==> config.mk <==
export PLATFORM = sky130hd
export DESIGN_NAME = ps2_rx_frame
export DESIGN_NICKNAME = d
export VERILOG_FILES = /design/src/rtl/ps2_rx_frame.sv
export SDC_FILE = /design/constraint.sdc
export NUM_CORES = 1
export LEC_CHECK = 0
export CORE_UTILIZATION = 53
export CTS_BUF_LIST = sky130_fd_sc_hd__clkbuf_16
export CTS_CLUSTER_SIZE = 16
export DETAILED_ROUTE_END_ITERATION = 6
export PLACE_DENSITY_LB_ADDON = 0.12
export RECOVER_POWER = 25
export SLEW_MARGIN = 10
export SYNTH_ARGS = -nofsm -noshare
export SYNTH_HDL_FRONTEND = slang
export SYNTH_SLANG_ARGS = --single-unit
==> constraint.sdc <==
create_clock -name clk -period 2.2 [get_ports clk]
set_input_delay 0.22 -clock clk [delete_from_list [all_inputs] [get_ports clk]]
set_output_delay 0.22 -clock clk [all_outputs]
set_load 0.05 [all_outputs]
==> src/rtl/ps2_rx_frame.sv <==
// ps2_rx_frame -- PS/2 device-to-host frame receiver.
//
// Synchronises and deglitches the raw PS/2 clock/data lines, then deserialises
// one 11-bit frame (start, 8 data bits LSB first, odd parity, stop) per
// falling edge of the filtered clock. A good frame updates dout and pulses
// rx_done_tick. A bad stop bit or a mid-frame inactivity timeout pulses
// frame_err instead.
//
// Optional build macro: PS2_PARITY_CHECK_EN -- when defined, frames with
// even parity are also rejected via frame_err. Otherwise the parity bit is
// captured but ignored.
//
// Ports:
//   clk          system clock
//   reset        asynchronous, active-high reset
//   ps2c, ps2d   raw PS/2 clock / data lines (asynchronous)
//   rx_en        gates acceptance of a new start bit only
//   rx_done_tick one-cycle pulse, a valid scan code is on dout
//   dout         last good scan code, held until the next good frame
//   frame_err    one-cycle pulse, frame dropped
//   rx_idle      high while the receiver waits for a start bit
module ps2_rx_frame #(
  parameter int FILTER_LEN     = 8,
  parameter int TIMEOUT_CYCLES = 200000,
  parameter int TO_W           = 18
) (
  input  logic       clk,
  input  logic       reset,
  input  logic       ps2c,
  input  logic       ps2d,
  input  logic       rx_en,
  output logic       rx_done_tick,
  output logic [7:0] dout,
  output logic       frame_err,
  output logic       rx_idle
);

  localparam logic [TO_W-1:0] TO_LAST = TO_W'(TIMEOUT_CYCLES - 1);

  typedef enum logic [1:0] {IDLE, DPS, LOAD} state_t;

  state_t                state, state_n;
  logic [1:0]            c_sync, d_sync;
  logic [FILTER_LEN-1:0] filt;
  logic                  f_val, f_prev;
  logic [3:0]            n_reg, n_n;
  logic [9:0]            b_reg, b_n;
  logic [TO_W-1:0]       wd, wd_n;
  logic [7:0]            dout_q;
  logic                  fall_edge, d_s, frame_ok;

  assign d_s       = d_sync[1];
  assign fall_edge = f_prev & ~f_val;

  // Register layout after the stop bit: [9]=stop, [8]=parity, [7:0]=data.
`ifdef PS2_PARITY_CHECK_EN
  assign frame_ok = b_reg[9] & (^b_reg[8:0]);
`else
  logic parity_unused;
  assign parity_unused = b_reg[8];
  assign frame_ok      = b_reg[9];
`endif

  // Input conditioning: 2-flop synchronisers, then a level filter on the
  // clock that only flips once the line has been stable for FILTER_LEN cycles.
  always_ff @(posedge clk or posedge reset) begin
    if (reset) begin
      c_sync <= 2'b11;
      d_sync <= 2'b11;
      filt   <= '1;
      f_val  <= 1'b1;
      f_prev <= 1'b1;
    end else begin
      c_sync <= {c_sync[0], ps2c};
      d_sync <= {d_sync[0], ps2d};
      filt   <= {c_sync[1], filt[FILTER_LEN-1:1]};
      if (&filt)       f_val <= 1'b1;
      else if (~|filt) f_val <= 1'b0;
      f_prev <= f_val;
    end
  end

  always_ff @(posedge clk or posedge reset) begin
    if (reset) begin
      state  <= IDLE;
      n_reg  <= '0;
      b_reg  <= '0;
      wd     <= '0;
      dout_q <= '0;
    end else begin
      state  <= state_n;
      n_reg  <= n_n;
      b_reg  <= b_n;
      wd     <= wd_n;
      dout_q <= dout;
    end
  end

  always_comb begin
    state_n      = state;
    n_n          = n_reg;
    b_n          = b_reg;
    wd_n         = wd;
    dout         = dout_q;
    rx_done_tick = 1'b0;
    frame_err    = 1'b0;
    rx_idle      = 1'b0;
    case (state)
      IDLE: begin
        rx_idle = 1'b1;
        if (fall_edge && rx_en && !d_s) begin
          wd_n    = '0;
          n_n     = 4'd9;
          state_n = DPS;
        end
      end
      DPS: begin
        if (fall_edge) begin
          b_n  = {d_s, b_reg[9:1]};
          wd_n = '0;
          if (n_reg == 4'd0) state_n = LOAD;
          else               n_n     = n_reg - 4'd1;
        end else if (wd == TO_LAST) begin
          frame_err = 1'b1;
          state_n   = IDLE;
        end else begin
          wd_n = wd + 1'b1;
        end
      end
      LOAD: begin
        // dout is bypassed here so the new code is visible with the tick.
        state_n = IDLE;
        if (frame_ok) begin
          rx_done_tick = 1'b1;
          dout         = b_reg[7:0];
        end else begin
          frame_err = 1'b1;
        end
      end
      default: state_n = IDLE;
    endcase
  end

endmodule

==> reports/results.txt <==
Outcome - finished, final reports clean
Starting Density - 55.9%
Crit path to - frame_err
Max FFs per register - 18
Antenna Nets Post-Route - 0
Initial antenna violation count - 0
Number of H-tree levels - 2
Synth Net Count - 260
R2r worst-path depth - 6
Core box area - 4790 um2
Post-route insts no fill - 359
Drt total wl - 5.93 mm
Number of clock sinks - 56
Worst slew pin tran - 1.36 ns
Avg Cell Area, Syn - 10.7 um2
Register-to-register setup slack - 0.09 ns
Power density cells - 1030 nW/um2
Number of synthesized flops with an enable pin - 0
Die Wd - 73.0 um
Tmin final - 2.16 ns
Seq. cell area - 1420 um2
DRT iter0 DRCs - 200
CTS Buffer Depth - 2
DRT Pass-1 Iters - 4
Maxcap violations - 0
# fillers - 368
Startpoint types - register
Residual DRC - 0
RSZ-0062 raised after global routing - yes
Vias - 2,106
Synth unique cells - 50
FFs w/ async S/R, synth - 100%
Detail Placement HPWL - 3.92 mm
Setup Skew - 0.00629 ns
WL/cell - 16.5 um
First-pass GRT wire length - 9.93 mm
CTS Hold Bufs - 0
Vias/cell - 5.87
Final setup viols - 0
Clock latency on the worst-skew pair - 0.30 ns
Final-report hold violation count - 0
Count of pins over their slew limit - 0
Synth Register Bits - 56
Root buffer cell - clkbuf_16
FF-to-FF End - state[0]$_DFFE_PP0P_
Final net count - 302
Die Area - 5340 um2
GRT Residual Overflow - 0
Dpl cells - 347
Cell taking the most area after synthesis - dfrtp_1
Mapped Area - 2680 um2
Area of the multi-input gates - 1210 um2
Post-route setup slack - 0.0405 ns
Vias in the first global route - 2,084
Crit share post-route - 98.2%
Num ports - 16
Synth Flop Type - dfrtp_1
Hold Path Class - register to register
VDD IR max - 1.04 mV
TritonCTS buffer count - 5
Synth Instances - 249
Dpl ws - 0.102 ns
Critical Path Sink Type - primary output
Part of the Yosys area used for sequential elements - 53.0%
Highest clock rate - 463 MHz
Max_slew headroom - 9.10%
Die Span Y - 73.0 um
Worst Setup SP - wd[9]$_DFFE_PP0P_
Layout cell share with drive strength beyond 1 - 31.2%
Largest cells by area after synthesis - dfrtp_1 39%, dfstp_2 14%, mux2_2 8.0%
Antenna diodes - 0
Post-route cell area - 3250 um2
GPL Wtd Cong - 0.863
Clock-pin slew on the worst setup and hold paths - 0.07 ns
Leakage - 0.00143 uW
Synth top area share - 39.3%
CP Max Fanout - 10
Placed Area - 3060 um2
Tot GR Track Use - 24.5%
Site Rows - 25
Largest net degree at the start of global routing - 57
Buffers added on ports - 15
CTS tree - built
Reg2reg start - wd[1]$_DFFE_PP0P_
Yosys warning total - 0
Crit Path Class - register to primary output
Worst EP required - 1.98 ns
Area Overhead vs Synth - 21.4%
Critical Path AT - 1.94 ns
power breakdown:
group	leakage, uW	internal [uW]	switching, uW
Combinational	0.000653	478	712
Clock	0.0000660	424	380
Sequential	0.000712	1190	169
placed cells by master, fill, tap and decap left out, drive strengths merged, types with 6 or more instances in the layout:
cell    instances
dfrtp          42
nand2          25
buf            37
inv             8
mux2           19
nand3          11
nand4           9
o21ai          22
clkbuf          6
nor2           13
dfstp          14
ha              6
cell families (layout without fill, tap and decap cells):
kind of cell / Yosys count / in the layout / synth area share (%)
DFF: 56 / 56 / 53.0
AOI/OAI and AO/OA: 50 / 50 / 12.5
adders and majority gates: 6 / 6 / 2.81
muxes: 19 / 19 / 8.00
xor gates and xnor gates: 1 / 1 / 0.327
buffers and inverters: 17 / 60 / 2.71
and+or+nand+nor: 100 / 100 / 20.6
how the worst min path moves through the flow:
stage	start	to	slack [ns]	cells past startpoint
after global placement	c_sync[0]$_DFF_PP1_	c_sync[1]$_DFF_PP1_	0.35	0
after detailed placement	c_sync[1]$_DFF_PP1_	filt[7]$_DFF_PP1_	0.35	0
final	c_sync[1]$_DFF_PP1_	filt[7]$_DFF_PP1_	0.36	0
after floorplan	ps2c	c_sync[0]$_DFF_PP1_	0.22	0
after global routing	c_sync[1]$_DFF_PP1_	filt[7]$_DFF_PP1_	0.36	0
after CTS	reset	dout_q[1]$_DFF_PP0_	0.30	3
final cells by class:
cell class / count / area share [%]
Sequential cell: 56 / 43.8
Clock inverter: 3 / 0.732
Tap cell: 67 / 2.58
Timing Repair Buffer: 43 / 10.7
Multi-Input combinational cell: 176 / 37.3
Inverter: 9 / 1.04
Clock buffer: 5 / 3.85
worst max-delay path: stages (launching register included):
cell	delay [ns]
dfrtp_2	0.48
nand4bb_1	0.24
nand2b_1	0.23
nor4_4	0.31
o21a_1	0.23
buf_12	0.15
what timing repair did:
action | 4_1_cts | 5_1_grt
endpoints found under the setup margin | 1 | 7
setup buffers | 3 | 1
gates resized for setup | 2 | 5
endpoints found under the hold margin | 0 | 0
pin swaps | 3 | 2
synthesized netlist by cell type (2+ instances only):
library cell and n:
a21oi_1 3, nor2_1 13, nor3_1 4, nand2b_1 2, o211ai_1 5, and2_1 5
mux2_2 19, nor4b_1 2, dfrtp_1 42, nor4_1 5, and4_1 2, or4_1 3
nor3b_1 2, or3_1 5, nand4_1 9, ha_1 6, o311ai_0 2, inv_1 9
or2_2 2, nand2_1 25, o21ai_0 21, a211o_1 2, a311o_1 2, nand4b_1 2
clkbuf_1 6, nand3_1 10, nor2b_1 4, a31oi_1 2, dfstp_2 14
per-layer routing:
layer  share of wire [%]  wire length [um]  global-route usage [%]
met1                  46              2750                    34.2
met2                  46              2740                    38.8
met3                 5.4               320                    4.42
met4                 2.0               120                    8.06
met5                   0                 0                       0
through the flow:
stage	hold slack [ns]	power, uW	utilization, %	setup TNS, ns
after floorplan	0.224	2070	-	-0.00158
after global placement	0.346	2500	63.9	0
after detailed placement	0.348	2520	63.9	0
after CTS	0.302	3340	67.7	0
after global routing	0.361	3540	67.8	-0.0308
final	0.358	3350	67.8	0
Note: power is estimated with default switching activity, not from simulation.
